===== src/rtl/gr_load_arb_if.sv =====
// Request/ack and general-register load signals shared by the two requesters and the arbiter.
// Requesters drive the master side; the arbiter is the slave.
interface gr_load_arb_if;
   logic       req0;
   logic       req1;
   logic [1:0] op0;
   logic [1:0] op1;
   logic [7:0] wdata0;
   logic [7:0] wdata1;
   logic       ack0;
   logic       ack1;
   logic       load_lsb_gr;
   logic       load_msb_gr;
   logic [7:0] data_on_gr;
   logic       busy;

   modport master (
      output req0, req1, op0, op1, wdata0, wdata1,
      input  ack0, ack1, load_lsb_gr, load_msb_gr, data_on_gr, busy
   );

   modport slave (
      input  req0, req1, op0, op1, wdata0, wdata1,
      output ack0, ack1, load_lsb_gr, load_msb_gr, data_on_gr, busy
   );
endinterface


===== src/rtl/gr_load_arb.sv =====
// Round-robin arbiter loading a general register as nibbles or a byte; ack 2 cycles after grant (3 for split).
// No backpressure: a granted transaction always completes, and requests wait high in IDLE until granted.
module gr_load_arb (
   input  logic           clk,
   input  logic           reset,
   gr_load_arb_if.slave   bus
);

   typedef enum logic [1:0] {IDLE, LOAD1, LOAD2, ACK} state_t;

   state_t     state_q, state_d;
   logic       ptr_q, ptr_d;
   logic       gnt_q, gnt_d;
   logic [1:0] op_q, op_d;
   logic [7:0] wdata_q, wdata_d;

   logic       ack0_q, ack0_d;
   logic       ack1_q, ack1_d;
   logic       lsb_q, lsb_d;
   logic       msb_q, msb_d;
   logic [7:0] data_q, data_d;
   logic       busy_q, busy_d;

   always_comb begin
      state_d = state_q;
      ptr_d   = ptr_q;
      gnt_d   = gnt_q;
      op_d    = op_q;
      wdata_d = wdata_q;

      case (state_q)
         IDLE: begin
            if (bus.req0 || bus.req1) begin
               // Pointer only matters on contention; a lone request always wins.
               gnt_d   = (bus.req0 && bus.req1) ? ptr_q : bus.req1;
               op_d    = gnt_d ? bus.op1 : bus.op0;
               wdata_d = gnt_d ? bus.wdata1 : bus.wdata0;
               state_d = LOAD1;
            end
         end
         LOAD1:   state_d = (op_q == 2'b11) ? LOAD2 : ACK;
         LOAD2:   state_d = ACK;
         ACK: begin
            state_d = IDLE;
            ptr_d   = ~gnt_q;
         end
         default: state_d = IDLE;
      endcase
   end

   // Outputs are decoded from the next state so they register alongside it.
   always_comb begin
      ack0_d = 1'b0;
      ack1_d = 1'b0;
      lsb_d  = 1'b0;
      msb_d  = 1'b0;
      data_d = 8'h00;
      busy_d = (state_d != IDLE);

      case (state_d)
         LOAD1: begin
            data_d = {4'h0, wdata_d[3:0]};
            case (op_d)
               2'b00: lsb_d = 1'b1;
               2'b01: msb_d = 1'b1;
               2'b10: begin
                  lsb_d  = 1'b1;
                  msb_d  = 1'b1;
                  data_d = wdata_d;
               end
               default: lsb_d = 1'b1;
            endcase
         end
         LOAD2: begin
            msb_d  = 1'b1;
            data_d = {4'h0, wdata_d[7:4]};
         end
         ACK: begin
            ack0_d = ~gnt_d;
            ack1_d = gnt_d;
         end
         default: ;
      endcase
   end

   always_ff @(posedge clk or negedge reset) begin
      if (!reset) begin
         state_q <= IDLE;
         ptr_q   <= 1'b0;
         gnt_q   <= 1'b0;
         op_q    <= 2'b00;
         wdata_q <= 8'h00;
         ack0_q  <= 1'b0;
         ack1_q  <= 1'b0;
         lsb_q   <= 1'b0;
         msb_q   <= 1'b0;
         data_q  <= 8'h00;
         busy_q  <= 1'b0;
      end else begin
         state_q <= state_d;
         ptr_q   <= ptr_d;
         gnt_q   <= gnt_d;
         op_q    <= op_d;
         wdata_q <= wdata_d;
         ack0_q  <= ack0_d;
         ack1_q  <= ack1_d;
         lsb_q   <= lsb_d;
         msb_q   <= msb_d;
         data_q  <= data_d;
         busy_q  <= busy_d;
      end
   end

   assign bus.ack0        = ack0_q;
   assign bus.ack1        = ack1_q;
   assign bus.load_lsb_gr = lsb_q;
   assign bus.load_msb_gr = msb_q;
   assign bus.data_on_gr  = data_q;
   assign bus.busy        = busy_q;

endmodule


===== src/flat_wrapper.sv =====
// flat-port wrapper written by rule: the top's interface ports become plain ports
module gr_load_arb_flat 
  (clk, reset, bus_req0, bus_req1, bus_op0, bus_op1, bus_wdata0, bus_wdata1, bus_ack0, bus_ack1, bus_load_lsb_gr, bus_load_msb_gr, bus_data_on_gr, bus_busy);
  gr_load_arb_if bus_i ();
  input  logic clk;
  input  logic reset;
  input wire logic [$bits(bus_i.req0)-1:0] bus_req0;
  input wire logic [$bits(bus_i.req1)-1:0] bus_req1;
  input wire logic [$bits(bus_i.op0)-1:0] bus_op0;
  input wire logic [$bits(bus_i.op1)-1:0] bus_op1;
  input wire logic [$bits(bus_i.wdata0)-1:0] bus_wdata0;
  input wire logic [$bits(bus_i.wdata1)-1:0] bus_wdata1;
  output wire logic [$bits(bus_i.ack0)-1:0] bus_ack0;
  output wire logic [$bits(bus_i.ack1)-1:0] bus_ack1;
  output wire logic [$bits(bus_i.load_lsb_gr)-1:0] bus_load_lsb_gr;
  output wire logic [$bits(bus_i.load_msb_gr)-1:0] bus_load_msb_gr;
  output wire logic [$bits(bus_i.data_on_gr)-1:0] bus_data_on_gr;
  output wire logic [$bits(bus_i.busy)-1:0] bus_busy;
  assign bus_i.req0 = bus_req0;
  assign bus_i.req1 = bus_req1;
  assign bus_i.op0 = bus_op0;
  assign bus_i.op1 = bus_op1;
  assign bus_i.wdata0 = bus_wdata0;
  assign bus_i.wdata1 = bus_wdata1;
  assign bus_ack0 = bus_i.ack0;
  assign bus_ack1 = bus_i.ack1;
  assign bus_load_lsb_gr = bus_i.load_lsb_gr;
  assign bus_load_msb_gr = bus_i.load_msb_gr;
  assign bus_data_on_gr = bus_i.data_on_gr;
  assign bus_busy = bus_i.busy;
  gr_load_arb u_core (.clk(clk), .reset(reset), .bus(bus_i));
endmodule

===== config.mk =====
export PLATFORM = sky130hd
export DESIGN_NAME = gr_load_arb_flat
export DESIGN_NICKNAME = d
export VERILOG_FILES = /design/src/rtl/gr_load_arb_if.sv /design/src/rtl/gr_load_arb.sv /design/src/flat_wrapper.sv
export SDC_FILE = /design/constraint.sdc
export NUM_CORES = 1
export LEC_CHECK = 0
export CORE_MARGIN = 2
export CORE_UTILIZATION = 42
export DETAILED_ROUTE_END_ITERATION = 8
export GPL_TIMING_DRIVEN = 0
export PLACE_DENSITY = 0.71
export SLEW_MARGIN = 10
export SYNTH_ARGS = -nofsm -noshare
export SYNTH_HDL_FRONTEND = slang
export SYNTH_SLANG_ARGS = --single-unit

===== constraint.sdc =====
create_clock -name clk -period 1.9 [get_ports clk]
set_input_delay 0.38 -clock clk [delete_from_list [all_inputs] [get_ports clk]]
set_output_delay 0.38 -clock clk [all_outputs]
set_load 0.01 [all_outputs]

## Word-level counts from Yosys, hierarchy flattened

Cells that the tools add are included.

| storage, ports and cells | value |
|---|---|
| output and inout bits | 13 |
| bits of input ports | 24 |
| flip-flop bits (word level) | 27 |
| word-level logic and storage cells | 47 |

| operators by class | value |
|---|---|
| reductions and logical operators | 5 |
| equality and inequality tests | 9 |
| bitwise gates (word level) | 2 |
| mux-type cells | 20 |

Operator list:

| cell | number |
|---|---|
| 8-bit 2-to-1 mux | 4 |
| 8-bit case mux with 2 select lines | 1 |
| 2-bit == test, second input constant | 6 |
| 1-bit 2-to-1 mux | 9 |
| 2-bit 2-to-1 mux | 4 |
| 2-bit case mux with 4 select lines | 1 |
| 2-bit by 1-bit == test with 1-bit output, second input constant | 3 |
| 2-bit logical NOT | 1 |
| 1-bit inverter | 2 |
| 1-bit case mux with 2 select lines | 1 |
| 2-bit nonzero test | 1 |
| 2-bit OR reduction | 1 |
| 1-bit logical AND | 1 |
| 1-bit logical OR | 1 |

## Logic depth before layout (Yosys ltp)

| depth | value |
|---|---|
| depth after elaboration | 9 |
| mapped depth | 9 |
| gate-level depth less buffers | 9 |

## Worst setup path before layout

OpenSTA, ideal clock, no wires.

| path | value |
|---|---|
| path type | flip-flop to flip-flop |
| from | register u_core.state_q[0] |
| to | register u_core.data_q[7], in the netlist u_core.bus.data_on_gr[7] |
| library setup time | 0.067 ns |
| arrival | 1.778 ns |
| slack | 0.055 ns |
| stages on the path, launching flop included | 7 |
| data required time | 1.833 ns |
| period minus slack after synthesis | 1.845 ns |
| buffers on the path | 0 |
| path through | dfrtp_1 -> inv_1 -> ha_1 -> o31a_1 -> ha_1 -> nor2b_1 -> and3_1 |

| between the ends | value |
|---|---|
| elaborated cells between the ends (all ways) | 13 |
| those cells by class | eq/ne: 6; mux: 6; reduce/logical: 1 |

RTL lines:

| item | line | RTL |
|---|---|---|
| from (decl) | gr_load_arb.sv:11 | `state_t state_q, state_d;` |
| from (signal assigned) | gr_load_arb.sv:100 | `state_q <= state_d;` |
| 2-bit == test (tied with other cells) | gr_load_arb.sv:31 | `case (state_q)` |
| 2-bit case mux with 4 select lines (*) | gr_load_arb.sv:31 |  |
| via u_core.state_d[0] | gr_load_arb.sv:11 |  |
| 2-bit == test / 2-bit by 1-bit == test with 1-bit output (equally long branches) | gr_load_arb.sv:60 | `case (state_d)` |
| 8-bit case mux with 2 select lines (*) | gr_load_arb.sv:60 |  |
| via u_core.data_d[7] | gr_load_arb.sv:21 | `logic [7:0] data_q, data_d;` |
| to (signal assigned) | gr_load_arb.sv:109 | `data_q <= data_d;` |
| to (decl) | gr_load_arb.sv:21 |  |

The timed path passes the listed nets; every way through them passes the cells marked *.
A chain may end at the register's enable or synchronous reset.

## Worst setup path in the final report

| path | value |
|---|---|
| from | register u_core.ptr_q |
| to | register u_core.msb_q, in the netlist u_core.bus.load_msb_gr |

| between the ends | value |
|---|---|
| longest elaborated chain between the ends | 8 |
| elaborated cells between the ends (all ways) | 9 |
| those cells by class | eq/ne: 2; mux: 6; reduce/logical: 1 |

Ends and longest elaborated chain:

| item | line | RTL |
|---|---|---|
| from (decl) | gr_load_arb.sv:12 | `logic ptr_q, ptr_d;` |
| from (signal assigned) | gr_load_arb.sv:101 | `ptr_q <= ptr_d;` |
| 1-bit 2-to-1 mux (*) | gr_load_arb.sv:35 | `gnt_d = (bus.req0 && bus.req1) ? ptr_q : bus.req1;` |
| 2-bit 2-to-1 mux (*) | gr_load_arb.sv:36 | `op_d = gnt_d ? bus.op1 : bus.op0;` |
| 2-bit 2-to-1 mux (*) | gr_load_arb.sv:33 | `if (bus.req0 \|\| bus.req1) begin` |
| 2-bit 2-to-1 mux (*) | gr_load_arb.sv:31 |  |
| via u_core.op_d[1] | gr_load_arb.sv:14 | `logic [1:0] op_q, op_d;` |
| 2-bit by 1-bit == test with 1-bit output / 2-bit == test (equally long branches) | gr_load_arb.sv:63 | `case (op_d)` |
| 2-bit OR reduction (no line) (*) | - |  |
| 1-bit 2-to-1 mux (*) | gr_load_arb.sv:63 |  |
| 1-bit case mux with 2 select lines (*) | gr_load_arb.sv:60 |  |
| via u_core.msb_d | gr_load_arb.sv:20 | `logic msb_q, msb_d;` |
| to (signal assigned) | gr_load_arb.sv:108 | `msb_q <= msb_d;` |
| to (decl) | gr_load_arb.sv:20 |  |

Marked as above.

==> summary.txt <==
Drt
  • Via count: ~980
  • DR vias/cell: between 5 and 6
  • WL per Instance: 14.0 um
  • First-pass DRT Iterations: 4
  • Antenna Violating Nets Remaining: 0
  • DRT Wirelength: ~2600 um
  • Initial drt markers: 14
  • DRC viols: 0

Final layout
  • # nets final: between 150 and 200
  • Share of layout cells above drive strength 1: 0.174
  • Final Non-Filler Cells: 188
  • # fillers: between 200 and 300
  • # diodes: 0
  • Final Util: 0.600
  • Fin area: 1800 um^2
  • Area delta synth->final: 37.1%

STA
  • Relative slew slack: 0.616
  • Fin crit period: approximately 1.9 ns
  • WHS: around 0.025 ns
  • Worst slew pin tran: approximately 0.58 ns
  • Final Setup Violations: 0
  • Fin. Hold Viols: 0
  • F_max: approximately 0.54 GHz
  • Fin. max-slew vios: 0
  • Final Skew: 0.00571 ns
  • Final Cycle Share: 0.974
  • RSZ-0062 raised after global routing: yes

Die
  • Rows: 20
  • Die Area: around 3600 um^2
  • Core area: between 3000 and 4000 um^2
  • Starting Density: 0.438
  • Die X-Extent: 60.0 um
  • Die Ht: 60.0 um
  • IO Pins: 37

Global routing
  • Met1 Track Usage GR: 0.198
  • Met2 usage: 0.309
  • GRT Total Usage: 0.166
  • First-pass GRT wire length: 4420 um
  • Vias in the first global route: roughly 970
  • Busiest layer in global routing: met2
  • Largest net degree at the start of global routing: 28
  • Initial antenna violation count: 0
  • Met3 GRT Util: 0.0346
  • Grt total ovfl: 0

Setup path
  • Top delay family on crit path: flip-flops
  • Setup CP Type: register to register
  • Required time of the critical path: between 2 and 2.5 ns
  • Worst EP arrival: between 2 and 2.5 ns
  • Crit-path max FO: 9
  • CP peak stage delay: between 0.3 and 0.4 ns
  • Critical Path Sink Type: register
  • R2R setup slack: about 0.049 ns
  • Critical path, cell by cell: and2b_1 -> buf_6 -> nor2_4 -> mux2i_2 -> o21ai_1 -> ha_1 -> inv_1 -> a21oi_1 -> nor2_1
  • Slowest stage cell on the critical path: dfrtp_1
  • Worst Setup Start Kind: register
  • Worst Path Buf+Inv: 2

Placed design
  • Routability cong.: about 0.75
  • Placed insts: between 150 and 200
  • Detail Placement HPWL: 1960 um
  • DP Area: around 1700 um^2
  • Number of port buffers: 36

Clocking
  • CTS Sinks: 27
  • CTS tree: built
  • CTS Buffer Depth: 2
  • Root Buffer: clkbuf_4
  • TritonCTS Buffers: 3
  • CTS clk-pin slew, worst paths: ~0.15 ns
  • H-tree Lvls: 1
  • Clk_lat worst skew: roughly 0.32 ns

Run status
  • Status: complete, no violations

Yosys
  • Top cells by area, synth: dfrtp_1, ha_1, o32ai_2
  • Post-synth cell types: 27
  • Yosys warns: 0
  • Synth top area share: 0.514
  • Synth Area per Inst: between 10 and 15 um^2
  • Synth top cells by count: dfrtp_1, ha_1, nor2_1
  • Ys flop type: dfrtp_1
  • Seq/Total Area, Yosys: 0.514
  • Top-count cell post-synth: dfrtp_1
  • Asr flop ratio synth: 1.00
  • #FFs+latches synth: 27
  • EDFF count, synth: 0
  • Cell Area, Synth: roughly 1300 um^2
  • Synth Instances: approximately 110
  • Yosys top cell by area: dfrtp_1
  • Syn Nets: around 150

Min path
  • Hold crit path type: input pin to async pin

Power
  • Pwr per Cell Area: between 1500 and 2000 nW/um^2
  • Clk pwr share: 0.092
  • P_int: between 0.0015 and 0.002 W
  • Leakage: approximately 0.8 nW
  • Flop pwr share: 0.325
  • Switching Fraction: 0.389
  • Comb power frac: 0.583
  • Worst-case vdd ir drop: ~0.94 mV
  • Switching power: ~0.0011 W

Run
  • Max-Cap Viols: 0
## cell type report
| type | instances | area (um^2) | area share |
|---|---|---|---|
| Buffer | 3 | 27.5 | 0.0153 |
| Clock buffer | 3 | 22.5 | 0.0125 |
| Clock inverter | 1 | 7.51 | 0.00416 |
| Inverter | 9 | 36.3 | 0.0201 |
| Multi-Input combinational cell | 72 | 609 | 0.338 |
| Sequential cell | 27 | 676 | 0.375 |
| Tap cell | 33 | 41.3 | 0.0229 |
| Timing Repair Buffer | 40 | 383 | 0.212 |
## kinds of logic after synthesis
kind of cell,count (synthesis),share of synthesized area
AO/OA/AOI/OAI,32,0.215
flip-flops,27,0.514
AND/OR/NAND/NOR,26,0.0951
buffers and inverters,12,0.0466
adder cells (fa/ha/maj),12,0.114
multiplexers,2,0.0152
## cells in the final DEF, fill, tap and decap left out, types with 4 or more instances in the layout
cell | Yosys | routed
and3_1 | 4 | 4
nor2_1 | 11 | 11
inv_1 | 8 | 7
clkdlybuf4s50_1 | 0 | 33
ha_1 | 12 | 11
buf_4 | 0 | 4
o32ai_1 | 4 | 4
nand2_1 | 4 | 4
a22o_1 | 4 | 4
dfrtp_1 | 27 | 27
a21oi_1 | 6 | 6
a21oi_2 | 4 | 4
## what timing repair did
| item | CTS | global route |
|---|---|---|
| hold buffers | 0 | 0 |
| endpoints found under the setup margin | 10 | 5 |
| buffers inserted | 4 | 0 |
| pin swaps | 1 | 1 |
| gates resized for setup | 9 | 4 |
## metal layers
metal | wire length [um] | share of wire
met5 | 0 | 0
met4 | 7 | 0.0027
met3 | 149 | 0.057
met2 | 1340 | 0.51
met1 | 1140 | 0.43
## flip-flops by register name, indices dropped and copies added, names as in the netlist
| signal | count |
|---|---|
| u_core.bus.data_on_gr | 8 |
| u_core.wdata_q | 8 |
| u_core.op_q | 2 |
| u_core.state_q | 2 |
| u_core.bus.ack0 | 1 |
| u_core.bus.ack1 | 1 |
| u_core.bus.busy | 1 |
| u_core.bus.load_lsb_gr | 1 |
| u_core.bus.load_msb_gr | 1 |
| u_core.gnt_q | 1 |
| u_core.ptr_q | 1 |
## worst register-to-register path: cells and delay by family, from the launching register on
kind                     cells  cell delay (ns)
buffers and inverters        2             0.19
adder cells (fa/ha/maj)      1             0.30
multiplexers                 1             0.26
flip-flops                   1             0.39
AO/OA/AOI/OAI                2             0.25
AND/OR/NAND/NOR              3             0.39
## path summary, 6_finish.rpt
path / cells past startpoint / start / endpoint
setup / recovery: 9 / u_core.ptr_q$_DFFE_PN0N_ / u_core.bus.load_msb_gr$_DFF_PN0_
hold / removal: 1 / reset / u_core.bus.data_on_gr[6]$_DFF_PN0_
setup reg to reg: 9 / u_core.ptr_q$_DFFE_PN0N_ / u_core.bus.load_msb_gr$_DFF_PN0_
hold reg to reg: 1 / u_core.gnt_q$_DFF_PN0_ / u_core.ptr_q$_DFFE_PN0N_
max in group asynchronous: 1 / reset / u_core.wdata_q[7]$_DFF_PN0_
min in group clk: 1 / u_core.gnt_q$_DFF_PN0_ / u_core.ptr_q$_DFFE_PN0N_
## power groups by stage
stage	registers [W]	clock network [W]	logic [W]
floorplan	0.000931	0	0.000899
global placement	0.000897	0	0.00132
detailed placement	0.000904	0	0.00137
CTS	0.000889	0.000269	0.00160
global route	0.000917	0.000292	0.00178
finish	0.000890	0.000252	0.00160
## per-stage QoR
stage | setup WS, ns | TNS, ns | total power [W]
final | 0.0488 | 0 | 0.00274
after global placement | -0.606 | -4.60 | 0.00222
after CTS | 0.0179 | 0 | 0.00276
after floorplan | 0.0549 | 0 | 0.00183
after detailed placement | -0.606 | -4.83 | 0.00228
after global routing | -0.00426 | -0.00426 | 0.00299
No activity file was read; power rests on OpenSTA's default activity.
